**config.mk**
```make
export PLATFORM = sky130hd
export DESIGN_NAME = dc_video_reconfig_seq
export DESIGN_NICKNAME = d
export VERILOG_FILES = /design/src/rtl/dc_video_reconfig_seq.sv
export SDC_FILE = /design/constraint.sdc
export NUM_CORES = 1
export LEC_CHECK = 0
export ABC_AREA = 1
export BUFFER_PORTS_ARGS = -buffer_cell sky130_fd_sc_hd__buf_2
export CORE_UTILIZATION = 55
export CTS_CLUSTER_SIZE = 25
export DETAILED_ROUTE_END_ITERATION = 6
export PLACE_DENSITY = 0.74
export SLEW_MARGIN = 20
export SYNTH_ARGS = -nofsm -noshare
export SYNTH_HDL_FRONTEND = slang
export SYNTH_SLANG_ARGS = --single-unit
export TNS_END_PERCENT = 10
```
**constraint.sdc**
```tcl
create_clock -name clock -period 3.2 [get_ports clock]
set_input_delay 0.16 -clock clock [delete_from_list [all_inputs] [get_ports clock]]
set_output_delay 0.16 -clock clock [all_outputs]
set_load 0.02 [all_outputs]
```
**src/rtl/dc_video_reconfig_seq.sv**
```systemverilog
// dc_video_reconfig_seq
//   Qualifies the asynchronous MCU mode byte, decodes it to a video config ID
//   and sequences a safe reconfiguration: blank video, 4-phase req/ack
//   handshake with the PLL/timing reconfig logic, settle, unblank.
//
//   Optional feature macro: DC_RECONF_TIMEOUT_EN
//     defined   : REQ gives up after TIMEOUT_CYCLES without ack, pulses
//                 timeout_err and proceeds to SETTLE (new config retained).
//     undefined : REQ waits for ack indefinitely; timeout_err is tied low.
module dc_video_reconfig_seq #(
  parameter int DATA_WIDTH     = 8,
  parameter int CFG_W          = 4,
  parameter int STABLE_CYCLES  = 4,
  parameter int BLANK_CYCLES   = 16,
  parameter int SETTLE_CYCLES  = 64,
  parameter int TIMEOUT_CYCLES = 1024
) (
  input  logic                  clock,
  input  logic                  reset_n,
  input  logic [DATA_WIDTH-1:0] data_in,
  input  logic                  reconf_ack,
  output logic                  reconf_req,
  output logic                  video_blank,
  output logic [CFG_W-1:0]      config_id,
  output logic                  force_vga,
  output logic                  busy,
  output logic                  invalid_code,
  output logic                  timeout_err
);

  // Elaboration-time guard on the parameter ranges the design relies on.
  if (DATA_WIDTH < 8 || CFG_W < 4 || STABLE_CYCLES < 1 || STABLE_CYCLES > 255 ||
      BLANK_CYCLES < 1 || SETTLE_CYCLES < 1 || TIMEOUT_CYCLES < 1) begin : g_param_check
    $error("dc_video_reconfig_seq: parameter out of range");
  end

  // Sequencing counter is shared by BLANK, SETTLE and (optionally) REQ.
`ifdef DC_RECONF_TIMEOUT_EN
  localparam int SEQ_MAX_A = (BLANK_CYCLES > SETTLE_CYCLES) ? BLANK_CYCLES : SETTLE_CYCLES;
  localparam int SEQ_MAX   = (SEQ_MAX_A > TIMEOUT_CYCLES) ? SEQ_MAX_A : TIMEOUT_CYCLES;
`else
  localparam int SEQ_MAX   = (BLANK_CYCLES > SETTLE_CYCLES) ? BLANK_CYCLES : SETTLE_CYCLES;
`endif
  localparam int SEQ_W = $clog2(SEQ_MAX + 1);

  typedef enum logic [2:0] {
    IDLE    = 3'd0,
    BLANK   = 3'd1,
    REQ     = 3'd2,
    ACK_LOW = 3'd3,
    SETTLE  = 3'd4
  } state_t;

  typedef struct packed {
    logic             valid;
    logic [CFG_W-1:0] id;
  } dec_t;

  // Mode code to config ID; anything not listed is undecodable.
  function automatic dec_t decode(input logic [6:0] code);
    dec_t d;
    d.valid = 1'b1;
    d.id    = '0;
    case (code)
      7'h00:                      d.id = CFG_W'(0);   // 1080P
      7'h01:                      d.id = CFG_W'(1);   // 960P
      7'h02:                      d.id = CFG_W'(2);   // 480P
      7'h03:                      d.id = CFG_W'(3);   // VGA
      7'h08, 7'h09, 7'h0A, 7'h0B: d.id = CFG_W'(4);   // 576P
      7'h10:                      d.id = CFG_W'(5);   // 240P variants
      7'h11:                      d.id = CFG_W'(6);
      7'h12:                      d.id = CFG_W'(7);
      7'h13:                      d.id = CFG_W'(8);
      7'h20, 7'h21, 7'h22, 7'h23: d.id = CFG_W'(9);   // 480I
      7'h40, 7'h41, 7'h42, 7'h43: d.id = CFG_W'(10);  // 576I
      default:                    d.valid = 1'b0;
    endcase
    return d;
  endfunction

  logic [7:0]       sync1;
  logic [7:0]       s;
  logic [7:0]       stab_cnt;
  logic             qual_done;
  logic             qualify;
  dec_t             dec;
  state_t           state;
  logic [SEQ_W-1:0] seq_cnt;
  logic [CFG_W-1:0] tgt_id;
  logic             tgt_vga;

  // Bits above the mode byte carry no meaning and are not synchronised.
  // NOTE: only the low byte is brought across; the 2-flop chain is the sole
  // path from the MCU domain, so nothing downstream may look at data_in.

  // Two-flop synchroniser plus the stability counter on the synced value.
  // NOTE: sequential state is always assigned with <= so every flop samples
  // pre-edge values, independent of statement order.
  always_ff @(posedge clock or negedge reset_n) begin
    if (!reset_n) begin
      sync1     <= '0;
      s         <= '0;
      stab_cnt  <= '0;
      qual_done <= 1'b0;
    end else begin
      sync1 <= data_in[7:0];
      s     <= sync1;
      // sync1 is the next value of s, so a mismatch means s is about to change.
      if (sync1 != s) begin
        stab_cnt  <= '0;
        qual_done <= 1'b0;
      end else begin
        if (stab_cnt != 8'(STABLE_CYCLES)) stab_cnt <= stab_cnt + 8'd1;
        if (qualify) qual_done <= 1'b1;
      end
    end
  end

  // A stable code is consumed once; it cannot re-qualify until s changes.
  assign qualify = (state == IDLE) && (stab_cnt == 8'(STABLE_CYCLES)) && !qual_done;
  assign dec     = decode(s[6:0]);

  // Reconfiguration sequencer with registered outputs.
  always_ff @(posedge clock or negedge reset_n) begin
    if (!reset_n) begin
      state        <= IDLE;
      seq_cnt      <= '0;
      tgt_id       <= '0;
      tgt_vga      <= 1'b0;
      config_id    <= '0;
      force_vga    <= 1'b0;
      reconf_req   <= 1'b0;
      video_blank  <= 1'b0;
      busy         <= 1'b0;
      invalid_code <= 1'b0;
      timeout_err  <= 1'b0;
    end else begin
      // NOTE: pulse outputs default low each cycle and are raised only by the
      // branch that fires them, which guarantees single-cycle width.
      invalid_code <= 1'b0;
      timeout_err  <= 1'b0;
      case (state)
        IDLE: begin
          if (qualify) begin
            if (!dec.valid) begin
              invalid_code <= 1'b1;
            end else if ({dec.id, s[7]} != {config_id, force_vga}) begin
              tgt_id      <= dec.id;
              tgt_vga     <= s[7];
              state       <= BLANK;
              video_blank <= 1'b1;
              busy        <= 1'b1;
              seq_cnt     <= '0;
            end
          end
        end

        BLANK: begin
          if (seq_cnt == SEQ_W'(BLANK_CYCLES - 1)) begin
            state      <= REQ;
            reconf_req <= 1'b1;
            config_id  <= tgt_id;
            force_vga  <= tgt_vga;
            seq_cnt    <= '0;
          end else begin
            seq_cnt <= seq_cnt + SEQ_W'(1);
          end
        end

        REQ: begin
          if (reconf_ack) begin
            reconf_req <= 1'b0;
            state      <= ACK_LOW;
          end
`ifdef DC_RECONF_TIMEOUT_EN
          else if (seq_cnt == SEQ_W'(TIMEOUT_CYCLES - 1)) begin
            reconf_req  <= 1'b0;
            timeout_err <= 1'b1;
            state       <= SETTLE;
            seq_cnt     <= '0;
          end else begin
            seq_cnt <= seq_cnt + SEQ_W'(1);
          end
`endif
        end

        ACK_LOW: begin
          if (!reconf_ack) begin
            state   <= SETTLE;
            seq_cnt <= '0;
          end
        end

        SETTLE: begin
          if (seq_cnt == SEQ_W'(SETTLE_CYCLES - 1)) begin
            state       <= IDLE;
            video_blank <= 1'b0;
            busy        <= 1'b0;
          end else begin
            seq_cnt <= seq_cnt + SEQ_W'(1);
          end
        end

        default: begin
          state       <= IDLE;
          reconf_req  <= 1'b0;
          video_blank <= 1'b0;
          busy        <= 1'b0;
        end
      endcase
    end
  end

endmodule

```
==> key figures <==
Layout
  – Final Util: 0.649
  – Footprint of the multi-input gates: 0.00113 mm2
  – Register area: 0.00120 mm2
  – Post-route insts no fill: 396
  – P&R area growth vs syn: 13.1%
  – Final nets: 357
  – Layout cells sized above 1: 0.189
  – Filler cell count: 376
  – Number of diodes: 0

Timing
  – Worst slew pin tran: 0.600 ns
  – Worst Skew: 0.00838 ns
  – Period utilization: 0.603
  – RSZ-0062 raised after global routing: false
  – Slew Viols, Final: 0
  – Slew Limit Headroom: 0.600
  – F_max: 518 MHz
  – Final worst path period need: 1.93 ns
  – Final setup violation count: 0
  – Final Worst Setup Slack: 1.27 ns
  – Final setup TNS: 0 ns
  – Final hold vios: 0

Power and ir drop
  – Internal cell power: 876 uW
  – Comb power frac: 0.062
  – Static Leak: 0.00148 uW
  – Max IR drop VDD: 0.000295 V
  – Power Density: 396 mW/mm2
  – Clock power frac: 0.381
  – Sw Pwr: 250 uW
  – Flop pwr share: 0.556
  – Switching Share: 0.222

Worst setup path
  – Slowest stage delay, CP: 0.43 ns
  – Crit path kind: reg2reg
  – CP Max Fanout: 12
  – Worst path slowest cell: dfrtp_1
  – Worst reg2reg endpoint: seq_cnt[0]
  – Critical Path End Type: flop
  – R2R Setup Slk: 1.27 ns
  – CP startpoint kind: flop
  – CP cell instances: inv_1 > ha_1 > nand3_1 > inv_1 > nand4_1 > o21ai_0 > nand3_1 > nor2_1 > nand2_4 > nand2_1 > o21ai_2
  – Launch point of the worst reg-to-reg path: stab_cnt[0]
  – CP Data Required Time: 3.39 ns
  – Worst Path Arrival: 2.12 ns
  – Worst r2r path cells: 11

Place
  – Detailed Place HPWL: 3.39 mm
  – Dpl ws: 1.28 ns
  – Routability cong.: 0.849
  – Placed Cells: 379
  – Port Buf Inserts: 19

Yosys
  – FF+latch count, synth: 48
  – Leading area contributor after synthesis: dfrtp_1
  – Sequential area share after synthesis: 0.478
  – Ranking of synthesized cells by area: dfrtp_1 48%, nand2_1 11%, nor2_1 5.5%
  – Cell area after synthesis: 0.00251 mm2
  – Most common cell in the netlist: nand2_1
  – Gate Count Post-Synth: 311
  – Post-synth top cells: 71 x nand2_1, 48 x dfrtp_1, 37 x nor2_1
  – Syn nets: 325
  – Proportion of netlist area held by the largest area contributor: 0.478
  – Count of unique library cells instantiated by Yosys: 37
  – Warnings from Yosys: 0
  – Post-synth ARST share: 1.00
  – Count of flip-flops with a built-in enable after synthesis: 0
  – Syn_area_per_cell: 8.09 um2
  – Most used flip-flop cell after synthesis: dfrtp_1

Clock network
  – CTS resizes: 0
  – # clock sinks: 48
  – CTS max path bufs: 2
  – CTS tree: built
  – CTS Buf Count: 5
  – Hold_buf cts: 8
  – CTS clk-pin slew, worst paths: 0.08 ns
  – H-tree Lvls: 2
  – Root buf cell: clkbuf_8
  – Worst-Skew Late Latency: 0.30 ns
  – Number of setup buffers added after CTS: 0

Min path
  – Hold wc startpoint: reconf_ack
  – Worst hold endpoint: reconf_req
  – Min-Delay Path Class: in2reg
  – Worst hold path depth: 4

Flow run
  – Max_cap viols: 0

Global route
  – Total GRT Usage: 0.221
  – GRT overflow: 0
  – Number of global-route vias before repair: 1,999
  – Initial antenna violation count: 0
  – Pin count of the biggest net entering global routing: 49
  – Global-route wire length before repair: 8.56 mm

Floorplanning
  – Ports: 21
  – Initial Util: 0.574
  – Die Y: 69.6 um
  – Core Area: 0.00438 mm2
  – Die Width: 69.6 um
  – Total Die Area: 0.00485 mm2
  – Rows: 24

Route
  – Pre-Repair DR Iteration Count: 4
  – Routed WL per cell: 11.8 um
  – Remaining DRCs: 0
  – First DRT Iteration DRCs: 95
  – Vias/cell: 5.13
  – Drt total wl: 4.69 mm
  – Via count: 2,032
  – DRT antenna net count: 0

Status
  – Status: complete, no violations
-- stage by stage --
| stage | hold WS (ns) | area (um2) | power, uW |
|---|---|---|---|
| after floorplan | -0.136 | 2510 | 675 |
| after global placement | 0.268 | 2650 | 700 |
| after detailed placement | 0.269 | 2650 | 701 |
| after CTS | 0.0788 | 2830 | 1140 |
| after global routing | 0.330 | 2850 | 1170 |
| final | 0.327 | 2850 | 1130 |
-- placed cells by master (no fill, tap or decap), types with 2 or more instances in the layout --
master	count
clkbuf_8	5
nor2_1	37
or2_2	6
nand2_2	9
nor4_1	2
dlygate4sd3_1	9
o21ai_1	3
nor2_4	2
inv_1	33
nand3_1	22
dfrtp_1	48
nand4_1	12
o21ai_0	6
o21ai_2	5
nor3_1	6
inv_2	7
nand3_2	2
buf_2	18
nor2_2	3
nand2_1	71
ha_1	3
xor2_1	4
a21oi_1	12
-- layout make-up --
class	instances	area share
flip-flops and latches	48	0.422
multi-input cells	219	0.397
repair buffers	28	0.0660
inverters	41	0.0541
clock buffers	6	0.0255
well taps	52	0.0229
clock inverters	2	0.0123
-- how the worst max path moves through the flow --
stage | startpoint | to | slack, ns | depth (start not counted)
6_report | stab_cnt[0] | seq_cnt[0] | 1.27 | 11
5_1_grt | stab_cnt[0] | seq_cnt[1] | 1.05 | 11
4_1_cts | stab_cnt[0] | seq_cnt[0] | 1.26 | 11
3_5_place_dp | stab_cnt[0] | seq_cnt[0] | 1.28 | 11
3_3_place_gp | stab_cnt[0] | seq_cnt[0] | 1.29 | 11
2_1_floorplan | stab_cnt[0] | seq_cnt[3] | 1.46 | 12
-- routing by layer --
metal	up-vias	global-route usage	part of all wire
li1	1058	-	-
met3	5	0.0465	0.029
met1	932	0.279	0.49
met4	0	0.0867	0.015
met5	-	0	0
met2	37	0.373	0.47
-- sequential cells by signal, indices dropped and copies added (netlist names), 3 cells and up --
| register | cells |
|---|---|
| tgt_id | 4 |
| sync1 | 8 |
| stab_cnt | 8 |
| seq_cnt | 7 |
| s | 8 |
| state | 3 |
| config_id | 4 |
-- power groups by stage --
stage          clock network [uW]  logic [uW]  registers [uW]
5_1_grt                       465        80.7             628
3_3_place_gp                    0        62.1             638
2_1_floorplan                   0        38.8             636
3_5_place_dp                    0        62.6             638
6_report                      429        70.3             626
4_1_cts                       443        70.2             626
-- worst max-delay path: cells and delay by family, from the launching register on --
kind	cells	cell delay [ns]
compound gates	2	0.25
flops	1	0.43
simple gates	6	0.81
buf+inv	2	0.17
fa+ha+maj	1	0.18
-- cells by family after synthesis --
kind of cell / after synthesis / synth area share
and+or+nand+nor: 177 / 0.334
DFF: 48 / 0.478
buffers and inverters: 44 / 0.0731
AOI/OAI and AO/OA: 32 / 0.0771
xor gates and xnor gates: 5 / 0.0174
adders and majority gates: 3 / 0.0149
other: 1 / 0.00149
muxes: 1 / 0.00448
(Power assumes the default switching activity.)
